[config.mk]
export PLATFORM = sky130hd
export DESIGN_NAME = interrupt_controller_flat
export DESIGN_NICKNAME = d
export VERILOG_FILES = /design/src/rtl/intc_pkg.sv /design/src/rtl/interrupt_controller_if.sv /design/src/rtl/intc_edge_detect.sv /design/src/rtl/interrupt_controller.sv /design/src/flat_wrapper.sv
export SDC_FILE = /design/constraint.sdc
export NUM_CORES = 1
export LEC_CHECK = 0
export BUFFER_PORTS_ARGS = -buffer_cell sky130_fd_sc_hd__buf_2
export CORE_MARGIN = 2
export CORE_UTILIZATION = 40
export CTS_CLUSTER_DIAMETER = 200
export CTS_CLUSTER_SIZE = 14
export DETAILED_ROUTE_END_ITERATION = 10
export PLACE_DENSITY = 0.73
export SETUP_SLACK_MARGIN = 0.2
export SLEW_MARGIN = 30
export SYNTH_ARGS = -nofsm -noshare
export SYNTH_HDL_FRONTEND = slang
export SYNTH_SLANG_ARGS = --single-unit
[constraint.sdc]
create_clock -name Clk -period 2.75 [get_ports Clk]
set_input_delay 0.275 -clock Clk [delete_from_list [all_inputs] [get_ports Clk]]
set_output_delay 0.275 -clock Clk [all_outputs]
set_load 0.01 [all_outputs]
[src/rtl/intc_pkg.sv]
// Shared types and constants for the interrupt controller front-end.
package intc_pkg;

    typedef enum logic [1:0] {
        IDLE    = 2'd0,
        REQ     = 2'd1,
        SERVICE = 2'd2
    } state_e;

    localparam logic [1:0] ADDR_MASK = 2'd0;
    localparam logic [1:0] ADDR_PEND = 2'd1;
    localparam logic [1:0] ADDR_VEC  = 2'd2;
    localparam logic [1:0] ADDR_CTRL = 2'd3;

    localparam int unsigned GIE_BIT   = 0;
    localparam int unsigned EOI_BIT   = 1;
    localparam int unsigned INSVC_BIT = 2;

endpackage

[src/rtl/interrupt_controller_if.sv]
// Register bus between the interrupt handler (master) and the controller (slave).
interface interrupt_controller_if;
    logic        RegWE;
    logic [1:0]  RegAddr;
    logic [31:0] RegWData;
    logic [31:0] RegRData;

    modport master (output RegWE, output RegAddr, output RegWData, input  RegRData);
    modport slave  (input  RegWE, input  RegAddr, input  RegWData, output RegRData);
endinterface

[src/rtl/intc_edge_detect.sv]
// Per-bit rising-edge detector; IRQ_SYNC_EN adds a two-flop synchronizer in front.
module intc_edge_detect #(
    parameter int unsigned WIDTH = 1
) (
    input  logic             clk,
    input  logic             rst_n,
    input  logic [WIDTH-1:0] din,
    output logic [WIDTH-1:0] rise
);

`ifdef IRQ_SYNC_EN
    logic [WIDTH-1:0] sync1_q, sync1_d;
    logic [WIDTH-1:0] sync2_q, sync2_d;
`endif
    logic [WIDTH-1:0] samp_q, samp_d;
    logic [WIDTH-1:0] hist_q, hist_d;

    always_comb begin
`ifdef IRQ_SYNC_EN
        sync1_d = din;
        sync2_d = sync1_q;
        samp_d  = sync2_q;
`else
        samp_d  = din;
`endif
        hist_d  = samp_q;
    end

    always_ff @(posedge clk or negedge rst_n) begin
        if (!rst_n) begin
`ifdef IRQ_SYNC_EN
            sync1_q <= '0;
            sync2_q <= '0;
`endif
            samp_q  <= '0;
            hist_q  <= '0;
        end else begin
`ifdef IRQ_SYNC_EN
            sync1_q <= sync1_d;
            sync2_q <= sync2_d;
`endif
            samp_q  <= samp_d;
            hist_q  <= hist_d;
        end
    end

    assign rise = samp_q & ~hist_q;

endmodule

[src/rtl/interrupt_controller.sv]
// Interrupt front-end for the multi-cycle MIPS controller: edge-latched IRQ/NMI,
// mask/pend/vec/ctrl registers, INT/NMI/INTD drive. Optional macro: IRQ_SYNC_EN.
module interrupt_controller
    import intc_pkg::*;
#(
    parameter int unsigned NUM_IRQ = 4,
    parameter int unsigned VEC_W   = (NUM_IRQ > 1) ? $clog2(NUM_IRQ) : 1
) (
    input  logic                   Clk,
    input  logic                   Rst_n,
    input  logic [NUM_IRQ-1:0]     Irq,
    input  logic                   NmiPin,
    input  logic                   isInterrupted,
    input  logic                   INA,
    interrupt_controller_if.slave  bus,
    output logic                   INT,
    output logic                   NMI,
    output logic                   INTD,
    output logic [VEC_W-1:0]       Vector
);

    state_e             state_q, state_d;
    logic [NUM_IRQ-1:0] mask_q, mask_d;
    logic [NUM_IRQ-1:0] pend_q, pend_d;
    logic               gie_q, gie_d;
    logic               nmi_q, nmi_d;
    logic [VEC_W-1:0]   vec_q, vec_d;
    logic               isint_q, isint_d;

    logic [NUM_IRQ-1:0] irq_rise;
    logic               nmi_rise;
    logic [NUM_IRQ-1:0] active;
    logic [NUM_IRQ-1:0] pend_clr;
    logic [VEC_W-1:0]   sel;
    logic               req, ack, eoi;
    logic               wr_mask, wr_pend, wr_ctrl;
    logic [31:0]        rdata;
    logic               unused_wdata;

    intc_edge_detect #(.WIDTH(NUM_IRQ)) u_irq_edge (
        .clk   (Clk),
        .rst_n (Rst_n),
        .din   (Irq),
        .rise  (irq_rise)
    );

    intc_edge_detect #(.WIDTH(1)) u_nmi_edge (
        .clk   (Clk),
        .rst_n (Rst_n),
        .din   (NmiPin),
        .rise  (nmi_rise)
    );

    assign unused_wdata = ^bus.RegWData;

    // Request, acknowledge and priority selection.
    always_comb begin
        wr_mask = bus.RegWE && (bus.RegAddr == ADDR_MASK);
        wr_pend = bus.RegWE && (bus.RegAddr == ADDR_PEND);
        wr_ctrl = bus.RegWE && (bus.RegAddr == ADDR_CTRL);
        eoi     = wr_ctrl && bus.RegWData[EOI_BIT];
        ack     = isInterrupted && !isint_q;
        active  = pend_q & mask_q;
        req     = (|active) && gie_q;
        sel     = '0;
        for (int unsigned i = NUM_IRQ; i > 0; i--) begin
            if (active[i-1]) sel = VEC_W'(i - 1);
        end
    end

    always_comb begin
        state_d  = state_q;
        vec_d    = vec_q;
        pend_clr = '0;
        unique case (state_q)
            IDLE: begin
                if (req) state_d = REQ;
            end
            REQ: begin
                if (ack && INA && req) begin
                    state_d  = SERVICE;
                    vec_d    = sel;
                    pend_clr = NUM_IRQ'(1) << sel;
                end else if (!req) begin
                    state_d = IDLE;
                end
            end
            SERVICE: begin
                if (eoi) state_d = req ? REQ : IDLE;
            end
            default: state_d = IDLE;
        endcase
    end

    // A fresh edge overrides any clear landing in the same cycle.
    always_comb begin
        mask_d  = wr_mask ? bus.RegWData[NUM_IRQ-1:0] : mask_q;
        gie_d   = wr_ctrl ? bus.RegWData[GIE_BIT] : gie_q;
        pend_d  = (pend_q & ~(pend_clr | (wr_pend ? bus.RegWData[NUM_IRQ-1:0] : '0))) | irq_rise;
        nmi_d   = (nmi_q & ~(ack && !INA)) | nmi_rise;
        isint_d = isInterrupted;
    end

    always_ff @(posedge Clk or negedge Rst_n) begin
        if (!Rst_n) begin
            state_q <= IDLE;
            mask_q  <= '0;
            pend_q  <= '0;
            gie_q   <= 1'b0;
            nmi_q   <= 1'b0;
            vec_q   <= '0;
            isint_q <= 1'b0;
        end else begin
            state_q <= state_d;
            mask_q  <= mask_d;
            pend_q  <= pend_d;
            gie_q   <= gie_d;
            nmi_q   <= nmi_d;
            vec_q   <= vec_d;
            isint_q <= isint_d;
        end
    end

    always_comb begin
        rdata = '0;
        unique case (bus.RegAddr)
            ADDR_MASK: rdata[NUM_IRQ-1:0] = mask_q;
            ADDR_PEND: rdata[NUM_IRQ-1:0] = pend_q;
            ADDR_VEC:  rdata[VEC_W-1:0]   = vec_q;
            ADDR_CTRL: begin
                rdata[GIE_BIT]   = gie_q;
                rdata[INSVC_BIT] = (state_q == SERVICE);
            end
            default:   rdata = '0;
        endcase
    end

    assign bus.RegRData = rdata;
    assign INT    = (state_q == REQ);
    assign NMI    = nmi_q;
    assign INTD   = (state_q == SERVICE) || !gie_q;
    assign Vector = vec_q;

endmodule
[src/flat_wrapper.sv]
// flat-port wrapper written by rule: the top's interface ports become plain ports
module interrupt_controller_flat import intc_pkg::*;
#(
    parameter int unsigned NUM_IRQ = 4,
    parameter int unsigned VEC_W   = (NUM_IRQ > 1) ? $clog2(NUM_IRQ) : 1
)
  (Clk, Rst_n, Irq, NmiPin, isInterrupted, INA, INT, NMI, INTD, Vector, bus_RegWE, bus_RegAddr, bus_RegWData, bus_RegRData);
  interrupt_controller_if bus_i ();
  input  logic Clk;
  input  logic Rst_n;
  input  logic [NUM_IRQ-1:0] Irq;
  input  logic NmiPin;
  input  logic isInterrupted;
  input  logic INA;
  output logic INT;
  output logic NMI;
  output logic INTD;
  output logic [VEC_W-1:0] Vector;
  input wire logic [$bits(bus_i.RegWE)-1:0] bus_RegWE;
  input wire logic [$bits(bus_i.RegAddr)-1:0] bus_RegAddr;
  input wire logic [$bits(bus_i.RegWData)-1:0] bus_RegWData;
  output wire logic [$bits(bus_i.RegRData)-1:0] bus_RegRData;
  assign bus_i.RegWE = bus_RegWE;
  assign bus_i.RegAddr = bus_RegAddr;
  assign bus_i.RegWData = bus_RegWData;
  assign bus_RegRData = bus_i.RegRData;
  interrupt_controller #(.NUM_IRQ(NUM_IRQ), .VEC_W(VEC_W)) u_core (.Clk(Clk), .Rst_n(Rst_n), .Irq(Irq), .NmiPin(NmiPin), .isInterrupted(isInterrupted), .INA(INA), .bus(bus_i), .INT(INT), .NMI(NMI), .INTD(INTD), .Vector(Vector));
endmodule
* Yosys cells after proc, flatten, opt, wreduce, memory -nomap -nowiden
Index checks and enable logic that the tools add are counted.
** Word-level totals
- Bits in registers :: 25
- Bits in latches :: 0
- Memory bits (writable) :: 0
- ROM bits :: 0
- Bits of input ports :: 44
- Output and inout port bits :: 37
- Word-level logic and storage cells :: 67
- Memories kept :: 0
** Operators by class
- $add $sub $neg :: 0
- Multiply operators :: 0
- Divide/modulo/power cells :: 0
- $lt $le $gt $ge :: 0
- Equality and inequality tests :: 8
- Shifts and indexed selects :: 1
- Multiplexer cells :: 17
- Bitwise operators :: 12
- Reductions and logical operators :: 18
** Operators by type and width (count)
- 2-bit 2-to-1 mux :: 8
- 4-bit bitwise AND :: 3
- 4-bit 2-to-1 mux :: 3
- 1-bit logical AND :: 9
- 4-bit inverter :: 2
- 4-bit OR :: 2
- 2-bit == test, second input constant :: 3
- 1-bit case mux with 3 select lines :: 2
- 2-bit case mux with 3 select lines :: 1
- 2-bit by 1-bit == test with 1-bit output, second input constant :: 2
- 2-bit zero test :: 2
- 2-bit by 1-bit != test with 1-bit output, second input constant :: 2
- 1-bit case mux with 4 select lines :: 1
- 4-bit OR reduction :: 1
- 1-bit by 2-bit << shifter with 4-bit output, first input constant :: 1
- 1-bit zero test :: 3
- 3-bit != test, second input constant :: 1
- 3-bit AND reduction :: 1
- 1-bit bitwise AND :: 2
- 1-bit inverter :: 2
- 1-bit case mux with 2 select lines :: 1
- 2-bit AND reduction :: 1
- 1-bit logical OR :: 1
- 1-bit 2-to-1 mux :: 1
- 1-bit OR :: 1

* Logic depth before layout (Yosys ltp)
- Depth in word-level cells :: 12
- Mapped depth :: 4
- Gate-level depth less buffers :: 3

* Cells and area by module
From an unflattened synthesis, not the netlist that was laid out.
** Second synthesis, totals
- Cell total of the unflattened synthesis :: 119
- Area total of the unflattened synthesis :: 1352.5 um^2
** By module, submodules not included
- interrupt_controller :: times used 1, cells an instance 104, area an instance 1033.5 um^2, sequential area each 375.4 um^2
- intc_edge_detect (u_core.u_irq_edge) :: times used 1, cells an instance 12, area an instance 255.2 um^2, sequential area each 200.2 um^2
- intc_edge_detect (u_core.u_nmi_edge) :: times used 1, cells an instance 3, area an instance 63.8 um^2, sequential area each 50.0 um^2

* Least setup slack after synthesis
OpenSTA, ideal clock, no wires.
- Path kind :: register -> output
- Start point :: reg u_core.vec_q[0], in the netlist u_core.Vector[0]
- End point :: out bus_RegRData[0]
- Arrival :: 0.890 ns
- Data required time :: 2.475 ns
- Path slack :: 1.585 ns
- Stages on the path, launching flop included :: 2
- Path buffers :: 0
- Cells stage by stage :: dfrtp_1 > mux4_2
** Between the ends
- Longest elaborated chain between the ends :: 1
** Ends and longest elaborated chain
- from (decl) :: line interrupt_controller.sv:27 : logic [VEC_W-1:0] vec_q, vec_d;
- from (signal assigned) :: line interrupt_controller.sv:119 : vec_q <= vec_d;
- 1-bit case mux with 4 select lines :: line interrupt_controller.sv:126 : unique case (bus.RegAddr)
- to (decl) :: line flat_wrapper.sv:22 : output wire logic [$bits(bus_i.RegRData)-1:0] bus_RegRData;
No other way between the ends.

* Worst setup path after layout
- Start point :: reg u_core.gie_q
- End point :: out bus_RegRData[0]
** Between the ends
- Longest elaborated chain between the ends :: 1
** Ends and longest elaborated chain
- from (decl) :: line interrupt_controller.sv:25 : logic gie_q, gie_d;
- from (signal assigned) :: line interrupt_controller.sv:117 : gie_q <= gie_d;
- 1-bit case mux with 4 select lines :: line interrupt_controller.sv:126
No other way between the ends.

==> metrics <==
H-tree Lvls 1; antenna fix cells 0; total CTS buffers 3; largest net degree at the start of global routing 26; synthesized area per cell approximately 11 um^2; final worst path period need approximately 1.7 ns; GRT overflow 0; Ports about 80; core area ~3100 um^2; critical path's top delay family multiplexers; status finished clean; clk sinks 25; WL final roughly 2300 um; async set-reset flop share out of synthesis 100%; Final TNS setup 0 ns; Initial Utilization a little over two fifths; FF-to-FF setup slack around 1.3 ns; initial detailed-routing violation count 8; site row count 20; GP Congestion roughly 0.86; hold path depth 1; fraction of synthesized area in multiplexers under 10%; largest area contributor in the netlist dfrtp_1; Largest stage delay, worst path between 0.4 and 0.5 ns; worst hold path type input pin to flip-flop; Worst Setup End Kind primary output; Simple-Gate Fraction of Synth Area between 10% and 20%; IO buf count 24; Layout area overhead 6.57%; Reg clk slew, reported paths roughly 0.13 ns; clk buf depth 2; synth top area cells dfrtp_1 48%, buf_4 16%, o21ai_0 3.0%, nand4b_1 2.7%, inv_1 2.3%; Vias approximately 910; crit-path cells mux4_2 > buf_2; Synth Area in Adders 0%; CP bufs+invs 1; fmax about 0.59 GHz; Pwr per Cell Area around 600 nW/um^2; Remaining DRCs 0; Routed Antenna Nets 0; kind of critical path flip-flop to primary output; worst hold start Irq[0]; CP max-delay cell mux4_2; xor and xnor fraction of the mapped netlist area 0%; RSZ-0062 raised after global routing false; VDD IR max 266 uV; end of the worst register-to-register path u_core.pend_q[3]; Die Width 61.3 um; Critical Path RT between 2 and 2.5 ns; detailed placement HPWL 1840 um; fraction of layout cells with a size suffix above 1 between 20% and 30%; fin. max-slew vios 0; MaxCap Viol Count 0; Root Buffer clkbuf_4; final core utilization 45.5%; WP data arrival 1.41 ns; die area around 3800 um^2; cell count after synthesis around 120; filler-free cell count of the finished design roughly 190; commonest non-fill, non-tap cells in the layout 28 x conb_1, 25 x dfrtp_1, 24 x buf_2; Synth top area share between 40% and 50%; Placed Cells 187; most common cell after layout, fill and taps aside conb_1; initial antenna violation count 0; Die Ht around 60 um; CTS tree yes; synthesized area 1310 um^2; Primary FF master, synth dfrtp_1; # setup viols final 0; Gates resized, CTS repair 0; Global Route Usage Sum 14.4%; EDFF count, synth 0; Ys Warns 0; Hold Path Sink u_core.u_irq_edge.hist_d[0]; Seq cells post-synth 25; Clock Latency Late Sink 0.31 ns; vias in the first global route around 900; filler instances 303; worst slew pin tran around 0.53 ns; synth unique cells 36; leak pwr about 0.67 nW; crit path launch type flip-flop; DRT Pass-1 Iters 4; largest family of logic cells by synthesized area buffers and inverters; first-pass GRT wire length 4020 um; final worst path period share roughly 61%; Slew headroom between 60% and 70%; Vias/cell roughly 4.7; Compound-Gate Fraction of Synth Area 12.5%; r2r startpoint u_core.state_q[1]; Routed WL per cell roughly 12 um; final hold vios 0; layout net count around 190; reg2reg path depth 3; register area share after synthesis 47.6%; final worst clock skew 0.0135 ns; CP Max Fanout 5
[through the flow]
stage	power, W	hold slack [ns]	cell area [um^2]	worst slack [ns]
2_1_floorplan	0.000629	-0.0206	1420	1.58
4_1_cts	0.000846	0.0470	1400	1.05
5_1_grt	0.000899	0.0252	1400	1.01
6_report	0.000835	0.0555	1400	1.07
3_3_place_gp	0.000676	0.281	1360	1.28
3_5_place_dp	0.000688	0.287	1360	1.24
[cell usage after synthesis, types with 2 or more instances]
master and instances:
a21oi_1 3, inv_1 8, a32o_1 2, mux2_2 2, nand2_1 6, buf_4 28
nand2b_1 2, dfrtp_1 25, nor2_1 3, nand4b_1 4, nand3b_1 3, o22ai_1 2
a2bb2oi_1 2, nor4_1 2, o21ai_0 8, mux2i_1 2
[sequential cells by signal (all words and copies together), names as in the netlist]
| name | flops |
|---|---|
| u_core.gie_q | 1 |
| u_core.Vector | 2 |
| u_core.state_q | 2 |
| u_core.u_irq_edge.hist_d | 4 |
| u_core.u_nmi_edge.hist_d | 1 |
| u_core.u_nmi_edge.hist_q | 1 |
| u_core.u_irq_edge.hist_q | 4 |
| u_core.isint_q | 1 |
| u_core.NMI | 1 |
| u_core.mask_q | 4 |
| u_core.pend_q | 4 |
[area by class of cell]
class | instances | area, um^2 | share of cell area [%]
clock buffers | 4 | 26.3 | 1.88
well taps | 44 | 55.1 | 3.93
flip-flops and latches | 25 | 626 | 44.7
multi-input cells | 86 | 533 | 38.1
repair buffers | 25 | 130 | 9.29
inverters | 8 | 30.0 | 2.14
[worst max path at each step]
stage                startpoint         endpoint  cells after the start
2_1_floorplan  u_core.Vector[0]  bus_RegRData[0]                      1
3_3_place_gp     bus_RegAddr[1]  bus_RegRData[0]                      3
3_5_place_dp     bus_RegAddr[1]  bus_RegRData[0]                      3
4_1_cts            u_core.gie_q  bus_RegRData[0]                      2
5_1_grt            u_core.gie_q  bus_RegRData[0]                      2
6_report           u_core.gie_q  bus_RegRData[0]                      2
[per-layer routing]
layer | GRT usage (%) | share of wire (%)
met5 | 0 | 0
met4 | 4.66 | 0.34
met3 | 2.94 | 7.2
met2 | 27.7 | 52
met1 | 15.6 | 40
[cells by family (layout without fill, tap and decap cells)]
family                 Yosys count  after routing
other                            1             28
multiplexers                     6              6
buffers and inverters           38             37
AND/OR/NAND/NOR                 28             28
flip-flops                      25             25
AO/OA/AOI/OAI                   24             24
[power by group]
part	switching, W	internal [W]	total [W]
clock	0.0000993	0.0000566	0.000156
combinational	0.000118	0.0000971	0.000215
sequential	0.0000468	0.000417	0.000464
[what timing repair did]
| action | 4_1_cts | 5_1_grt |
|---|---|---|
| hold endpoints to repair | 25 | 0 |
| hold buffers | 1 | 0 |
| setup buffers | 0 | 0 |
Note: power is estimated with default switching activity, not from simulation.
